===== config.mk =====
export PLATFORM = sky130hd
export DESIGN_NAME = axi_wr_router
export DESIGN_NICKNAME = d
export VERILOG_FILES = /design/src/rtl/axi_wr_router.sv
export SDC_FILE = /design/constraint.sdc
export NUM_CORES = 1
export LEC_CHECK = 0
export CELL_PAD_IN_SITES_DETAIL_PLACEMENT = 1
export CELL_PAD_IN_SITES_GLOBAL_PLACEMENT = 1
export CORE_MARGIN = 5
export CORE_UTILIZATION = 22
export DETAILED_ROUTE_END_ITERATION = 6
export PLACE_DENSITY = 0.92
export SLEW_MARGIN = 15
export SYNTH_ARGS = -nofsm -noshare
export SYNTH_HDL_FRONTEND = slang
export SYNTH_SLANG_ARGS = --single-unit

===== constraint.sdc =====
create_clock -name clk -period 4.8 [get_ports clk]
set_input_delay 0.96 -clock clk [delete_from_list [all_inputs] [get_ports clk]]
set_output_delay 0.96 -clock clk [all_outputs]
set_load 0.03 [all_outputs]

===== src/rtl/axi_wr_router.sv =====
// Single-outstanding AXI write router: steers one AW/W/B transaction to slave 1 or slave 2.
// Optional WR_WLAST_CHECK_EN flags m_wlast disagreement and returns SLVERR.
module axi_wr_router #(
  parameter logic [31:0] S1_WIDTH = 32'h8000_0000
) (
  input  logic        clk,
  input  logic        rst,

  input  logic [31:0] m_awaddr,
  input  logic [7:0]  m_awlen,
  input  logic        m_awvalid,
  output logic        m_awready,

  input  logic [31:0] m_wdata,
  input  logic [3:0]  m_wstrb,
  input  logic        m_wlast,
  input  logic        m_wvalid,
  output logic        m_wready,

  output logic [1:0]  m_bresp,
  output logic        m_bvalid,
  input  logic        m_bready,

  output logic [31:0] dec_wr_addr,
  input  logic        dec_s1_sel,
  input  logic        dec_s2_sel,
  input  logic [31:0] dec_s1_addr,
  input  logic [31:0] dec_s2_addr,

  output logic [31:0] s1_awaddr,
  output logic [7:0]  s1_awlen,
  output logic        s1_awvalid,
  input  logic        s1_awready,
  output logic [31:0] s1_wdata,
  output logic [3:0]  s1_wstrb,
  output logic        s1_wlast,
  output logic        s1_wvalid,
  input  logic        s1_wready,
  input  logic [1:0]  s1_bresp,
  input  logic        s1_bvalid,
  output logic        s1_bready,

  output logic [31:0] s2_awaddr,
  output logic [7:0]  s2_awlen,
  output logic        s2_awvalid,
  input  logic        s2_awready,
  output logic [31:0] s2_wdata,
  output logic [3:0]  s2_wstrb,
  output logic        s2_wlast,
  output logic        s2_wvalid,
  input  logic        s2_wready,
  input  logic [1:0]  s2_bresp,
  input  logic        s2_bvalid,
  output logic        s2_bready
);

  localparam logic [1:0] IDLE = 2'd0;
  localparam logic [1:0] ADDR = 2'd1;
  localparam logic [1:0] DATA = 2'd2;
  localparam logic [1:0] RESP = 2'd3;

  logic [1:0]  state_q, state_d;
  logic        sel_q, sel_d;     // 1 selects slave 2
  logic [31:0] addr_q, addr_d;
  logic [7:0]  len_q, len_d;
  logic [7:0]  beat_q, beat_d;
  logic        err_q, err_d;

  logic in_addr, in_data, in_resp;
  logic s1_on, s2_on;
  logic aw_hs, sel_awready, w_hs, b_hs, last_beat;
  logic [1:0] sel_bresp;

  assign dec_wr_addr = m_awaddr;

  assign in_addr   = (state_q == ADDR);
  assign in_data   = (state_q == DATA);
  assign in_resp   = (state_q == RESP);
  assign s1_on     = ~sel_q;
  assign s2_on     = sel_q;
  assign last_beat = (beat_q == len_q);

  // Master-side handshakes and muxed slave returns.
  always_comb begin
    m_awready   = (state_q == IDLE) && !rst;
    sel_awready = sel_q ? s2_awready : s1_awready;
    m_wready    = in_data && (sel_q ? s2_wready : s1_wready);
    m_bvalid    = in_resp && (sel_q ? s2_bvalid : s1_bvalid);
    sel_bresp   = sel_q ? s2_bresp : s1_bresp;
    m_bresp     = 2'b00;
    if (in_resp) begin
      m_bresp = err_q ? 2'b10 : sel_bresp;
    end
    aw_hs = m_awvalid && m_awready;
    w_hs  = m_wvalid && m_wready;
    b_hs  = m_bvalid && m_bready;
  end

  // Slave-side outputs; the unselected slave sees all zeros.
  always_comb begin
    s1_awvalid = in_addr && s1_on;
    s2_awvalid = in_addr && s2_on;
    s1_awaddr  = s1_awvalid ? addr_q : 32'h0;
    s2_awaddr  = s2_awvalid ? addr_q : 32'h0;
    s1_awlen   = s1_awvalid ? len_q : 8'h0;
    s2_awlen   = s2_awvalid ? len_q : 8'h0;

    s1_wdata  = (in_data && s1_on) ? m_wdata : 32'h0;
    s2_wdata  = (in_data && s2_on) ? m_wdata : 32'h0;
    s1_wstrb  = (in_data && s1_on) ? m_wstrb : 4'h0;
    s2_wstrb  = (in_data && s2_on) ? m_wstrb : 4'h0;
    s1_wvalid = in_data && s1_on && m_wvalid;
    s2_wvalid = in_data && s2_on && m_wvalid;
    s1_wlast  = in_data && s1_on && last_beat;
    s2_wlast  = in_data && s2_on && last_beat;

    s1_bready = in_resp && s1_on && m_bready;
    s2_bready = in_resp && s2_on && m_bready;
  end

  always_comb begin
    state_d = state_q;
    sel_d   = sel_q;
    addr_d  = addr_q;
    len_d   = len_q;
    beat_d  = beat_q;
    err_d   = err_q;
    case (state_q)
      IDLE: begin
        err_d = 1'b0;
        if (aw_hs) begin
          sel_d   = dec_s2_sel;
          addr_d  = dec_s2_sel ? dec_s2_addr : dec_s1_addr;
          len_d   = m_awlen;
          beat_d  = 8'h0;
          state_d = ADDR;
        end
      end
      ADDR: begin
        if (sel_awready) begin
          state_d = DATA;
        end
      end
      DATA: begin
        if (w_hs) begin
`ifdef WR_WLAST_CHECK_EN
          if (m_wlast != last_beat) begin
            err_d = 1'b1;
          end
`endif
          // Hold on the final beat so len 255 never wraps the counter.
          if (last_beat) begin
            state_d = RESP;
          end else begin
            beat_d = beat_q + 8'd1;
          end
        end
      end
      RESP: begin
        if (b_hs) begin
          state_d = IDLE;
          err_d   = 1'b0;
        end
      end
      default: state_d = IDLE;
    endcase
  end

  always_ff @(posedge clk or posedge rst) begin
    if (rst) begin
      state_q <= IDLE;
      sel_q   <= 1'b0;
      addr_q  <= 32'h0;
      len_q   <= 8'h0;
      beat_q  <= 8'h0;
    end else begin
      state_q <= state_d;
      sel_q   <= sel_d;
      addr_q  <= addr_d;
      len_q   <= len_d;
      beat_q  <= beat_d;
    end
  end

`ifdef WR_WLAST_CHECK_EN
  always_ff @(posedge clk or posedge rst) begin
    if (rst) begin
      err_q <= 1'b0;
    end else begin
      err_q <= err_d;
    end
  end

  logic unused_decode;
  assign unused_decode = dec_s1_sel ^ (m_awaddr >= S1_WIDTH);
`else
  assign err_q = 1'b0;

  // Routing trusts the decoder; these inputs carry no datapath role.
  logic unused_decode;
  assign unused_decode = dec_s1_sel ^ (m_awaddr >= S1_WIDTH) ^ m_wlast ^ err_d;
`endif

endmodule


==> tab_implementation.tex <==
\begin{tabular}{lr}
\hline
Metric & Value \\
\hline
\multicolumn{2}{l}{\textbf{Status}} \\
\quad Result of the run & completed \\
\multicolumn{2}{l}{\textbf{CTS}} \\
\quad Clock latency reported for the late side of the worst-skew pair & between 0.2 and 0.3 ns \\
\quad Clock tree from TritonCTS & yes \\
\quad Number of gates resized after cts & 0 \\
\quad Clock Tree Root & clkbuf\_16 \\
\quad Clock H-tree levels & 2 \\
\quad Post-CTS Hold Buffers & 0 \\
\quad Number of buffers created by CTS & 5 \\
\quad Clock Path Buffers & 2 \\
\quad Clock-pin transition on the worst setup and hold timing paths & about 0.070 ns \\
\quad Count of buffers added by post-CTS timing repair for setup & 0 \\
\quad CTS sink cnt & 51 \\
\multicolumn{2}{l}{\textbf{Final layout}} \\
\quad Design Area, Final & 0.00692 mm2 \\
\quad Fin util & 0.399 \\
\quad Final instance count without filler cells & 914 \\
\quad \# fillers & 2001 \\
\quad Area of the multi-input gates & 0.00225 mm2 \\
\quad Area growth from synthesis to final layout & 76.6\% \\
\quad Share of post-route cells with drive strength above 1 & 0.0479 \\
\quad Area used by sequential logic in the layout & 0.00128 mm2 \\
\quad Number of inserted diodes & 0 \\
\quad Final net count & 852 \\
\multicolumn{2}{l}{\textbf{Critical path}} \\
\quad Arrival time of data at the critical path endpoint & 2.77 ns \\
\quad Startpoint types & flip-flop \\
\quad Maximum fanout along the worst path & 58 \\
\quad Worst Setup End Kind & output pin \\
\quad Required time of the critical path & 3.84 ns \\
\quad Reg-to-reg critical path startpoint & s2\_on\$\_DFFE\_PP0P\_ \\
\quad Class of the most critical setup path & flip-flop to output pin \\
\quad Reg2Reg Setup Slack & 2.08 ns \\
\quad Launching instance or port of the critical path & s2\_on\$\_DFFE\_PP0P\_ \\
\quad Critical Path Sink & m\_bvalid \\
\quad End of the worst register-to-register path & beat\_q[5]\$\_DFFE\_PP0P\_ \\
\quad Register-to-Register Path Depth & 6 \\
\multicolumn{2}{l}{\textbf{Power and ir drop}} \\
\quad Switching power & 1.67 mW \\
\quad Reported leakage power & $\sim$3.1 nW \\
\quad Cell internal power dissipation & 1.79 mW \\
\quad Switching portion of total power & 0.483 \\
\quad Combinational Power Share & 0.642 \\
\quad Clock share of power & 0.124 \\
\quad Sequential group share of total power & 0.234 \\
\quad Areal power density over the cells & 499 mW/mm2 \\
\quad Worst vdd ir & between 0.2 and 0.25 mV \\
\multicolumn{2}{l}{\textbf{Placed design}} \\
\quad Count of input and output buffers & $\sim$290 \\
\quad Placed instance area & just under 0.007 mm2 \\
\quad Half-perimeter wire length of the detailed placement result & 14100 um \\
\quad Final weighted congestion in routability-driven placement & 0.758 \\
\quad Number of placed instances with taps included & 906 \\
\quad Worst setup timing slack at the placement stage & 1.25 ns \\
\multicolumn{2}{l}{\textbf{Die}} \\
\quad IO Count & 355 \\
\quad Floorplan die area & 0.0206 mm2 \\
\quad Core area & between 0.015 and 0.02 mm2 \\
\quad Initial core utilization & 0.226 \\
\quad Floorplan die width & 143 um \\
\quad Die Span Y & 143 um \\
\quad Floorplan row count & 48 \\
\multicolumn{2}{l}{\textbf{Drt}} \\
\quad Routed wire length & 17900 um \\
\quad Initial DRC count & 78 \\
\quad Remaining design rule violation count & 0 \\
\quad Total number of vias & approximately 4200 \\
\quad DR vias/cell & 4.58 \\
\quad Antenna violation net count after detailed routing & 0 \\
\quad Average routed wire per standard cell & between 15 and 20 um \\
\quad DRT Pass-1 Iters & 4 \\
\multicolumn{2}{l}{\textbf{STA}} \\
\quad Count of final hold-check violations & 0 \\
\quad Remaining max-slew budget at the tightest pin & 0.304 \\
\quad Final Max Slew Viols & 0 \\
\quad Ratio of final minimum period to clock period & 0.777 \\
\quad Final setup skew & 0.00625 ns \\
\quad Transition time at the pin with the least slew margin & approximately 1.0 ns \\
\quad Final-report setup violation count & 0 \\
\quad Final critical path time including I/O delays and setup & 3.73 ns \\
\quad Setup repair after global routing missed its margin & false \\
\quad Total negative setup slack & 0 ns \\
\quad Max Clk Rate & $\sim$270 MHz \\
\quad Final Worst Setup Slack & roughly 1.1 ns \\
\multicolumn{2}{l}{\textbf{Yosys}} \\
\quad Post-synth top flop & dfrtp\_1 \\
\quad Fraction of the yosys area taken by sequential cells & 0.326 \\
\quad Leading cell types by total area after synthesis & dfrtp\_1, and3\_1, and2\_1 \\
\quad Synthesized area per cell & roughly 8.6 um2 \\
\quad Fraction of registers with async set/reset & 1.00 \\
\quad Post-synthesis cell area & 0.00392 mm2 \\
\quad Count of unique library cells instantiated by Yosys & 29 \\
\quad Number of enable-type register cells in the synthesized netlist & 0 \\
\quad Top-area cell type share of the netlist area & 0.326 \\
\quad Area leader, netlist & dfrtp\_1 \\
\quad Leading cell type by number of instances after synthesis & and3\_1 \\
\quad Gate count of the mapped netlist & 457 \\
\quad Post-synth net total & 621 \\
\quad Cell types with the highest counts after synthesis & and3\_1, and2\_1, dfrtp\_1, nand2\_1, mux2i\_1 \\
\quad Count of synthesis-stage warnings from yosys & 0 \\
\quad Post-synthesis register bit count & 51 \\
\multicolumn{2}{l}{\textbf{Hold path}} \\
\quad Hold wc startpoint & addr\_q[7]\$\_DFFE\_PP0P\_ \\
\quad Worst min path class & flip-flop to flip-flop \\
\multicolumn{2}{l}{\textbf{GRT}} \\
\quad M1 GR Usage & 0.181 \\
\quad Maximum number of pins on one net before global-route repair & just under 60 \\
\quad Wire length of the first global-routing pass & 26100 um \\
\quad Total grt overflow & 0 \\
\quad M2 GR Usage & 0.293 \\
\quad Antenna violations before repair & 0 \\
\quad Highest-utilization routing layer at the global route stage & met2 \\
\quad GRT Overall Usage & 0.164 \\
\quad Met3 layer usage reported by global route & 0.0512 \\
\quad Via count of the first global-routing pass & 4499 \\
\multicolumn{2}{l}{\textbf{Flow run}} \\
\quad Count of maximum capacitance violations & 0 \\
\hline
\end{tabular}
[state kept, by name, indices dropped and copies added, names as in the netlist]
| name | cells |
|---|---|
| addr_q | 32 |
| beat_q | 8 |
| len_q | 8 |
| s2_on | 1 |
| state_q | 2 |
[per-stage QoR]
stage / total power [mW] / hold slack (ns)
floorplan: 2.13 / 0.455
global placement: 3.01 / 0.469
detailed placement: 3.07 / 0.483
CTS: 3.52 / 0.500
global route: 3.69 / 0.528
finish: 3.46 / 0.495
[critical path, stage by stage (launching register included)]
cell and delay, ns:
dfrtp_2 0.76, buf_4 0.56, mux2_2 0.40, and2_1 0.15, clkdlybuf4s50_1 0.59
[area by class of cell]
cell class | instances | area share
clock buffers | 6 | 0.0201
clock inverters | 2 | 0.00506
inverters | 4 | 0.00217
multi-input cells | 332 | 0.325
flip-flops and latches | 51 | 0.185
well taps | 225 | 0.0407
repair buffers | 294 | 0.422
[power groups by stage]
stage / registers [mW] / logic [mW] / clock network [mW]
2_1_floorplan: 0.716 / 1.41 / 0
3_3_place_gp: 0.806 / 2.21 / 0
3_5_place_dp: 0.822 / 2.25 / 0
4_1_cts: 0.815 / 2.26 / 0.442
5_1_grt: 0.845 / 2.38 / 0.463
6_report: 0.809 / 2.22 / 0.428
[routing by layer]
layer,share of wire,up-vias
li1,-,1974
met1,0.37,1973
met2,0.50,203
met3,0.093,37
met4,0.037,0
met5,0,-
[worst min path at each step]
stage	slack (ns)	endpoint	cells past startpoint
floorplan	0.46	addr_q[31]$_DFFE_PP0P_	2
global placement	0.47	addr_q[11]$_DFFE_PP0P_	2
detailed placement	0.48	addr_q[8]$_DFFE_PP0P_	2
CTS	0.50	addr_q[8]$_DFFE_PP0P_	2
global route	0.53	beat_q[7]$_DFFE_PP0P_	1
finish	0.49	addr_q[7]$_DFFE_PP0P_	2
[logic make-up (layout without fill, tap and decap cells)]
family | after synthesis | in the layout | synth area share
AO/OA/AOI/OAI | 43 | 43 | 0.0626
XOR/XNOR | 8 | 8 | 0.0179
adder cells (fa/ha/maj) | 6 | 6 | 0.0192
buffers and inverters | 74 | 306 | 0.103
flip-flops | 51 | 51 | 0.326
multiplexers | 51 | 51 | 0.134
AND/OR/NAND/NOR | 224 | 224 | 0.337
[cells in the final DEF (no fill, tap or decap), types with 2 or more instances in the layout]
master,count
dfrtp_1,50
mux2i_1,40
o21ai_0,33
buf_4,6
clkdlybuf4s50_1,287
a21oi_1,3
xor2_1,8
a31oi_1,2
nor2b_1,4
clkbuf_16,5
and2_1,79
nand2b_1,3
nor2_1,2
ha_1,6
inv_1,3
nor4_4,2
and3_1,81
nand4_1,5
mux2_2,10
nand2_1,42
Note: power is estimated with default switching activity, not from simulation.
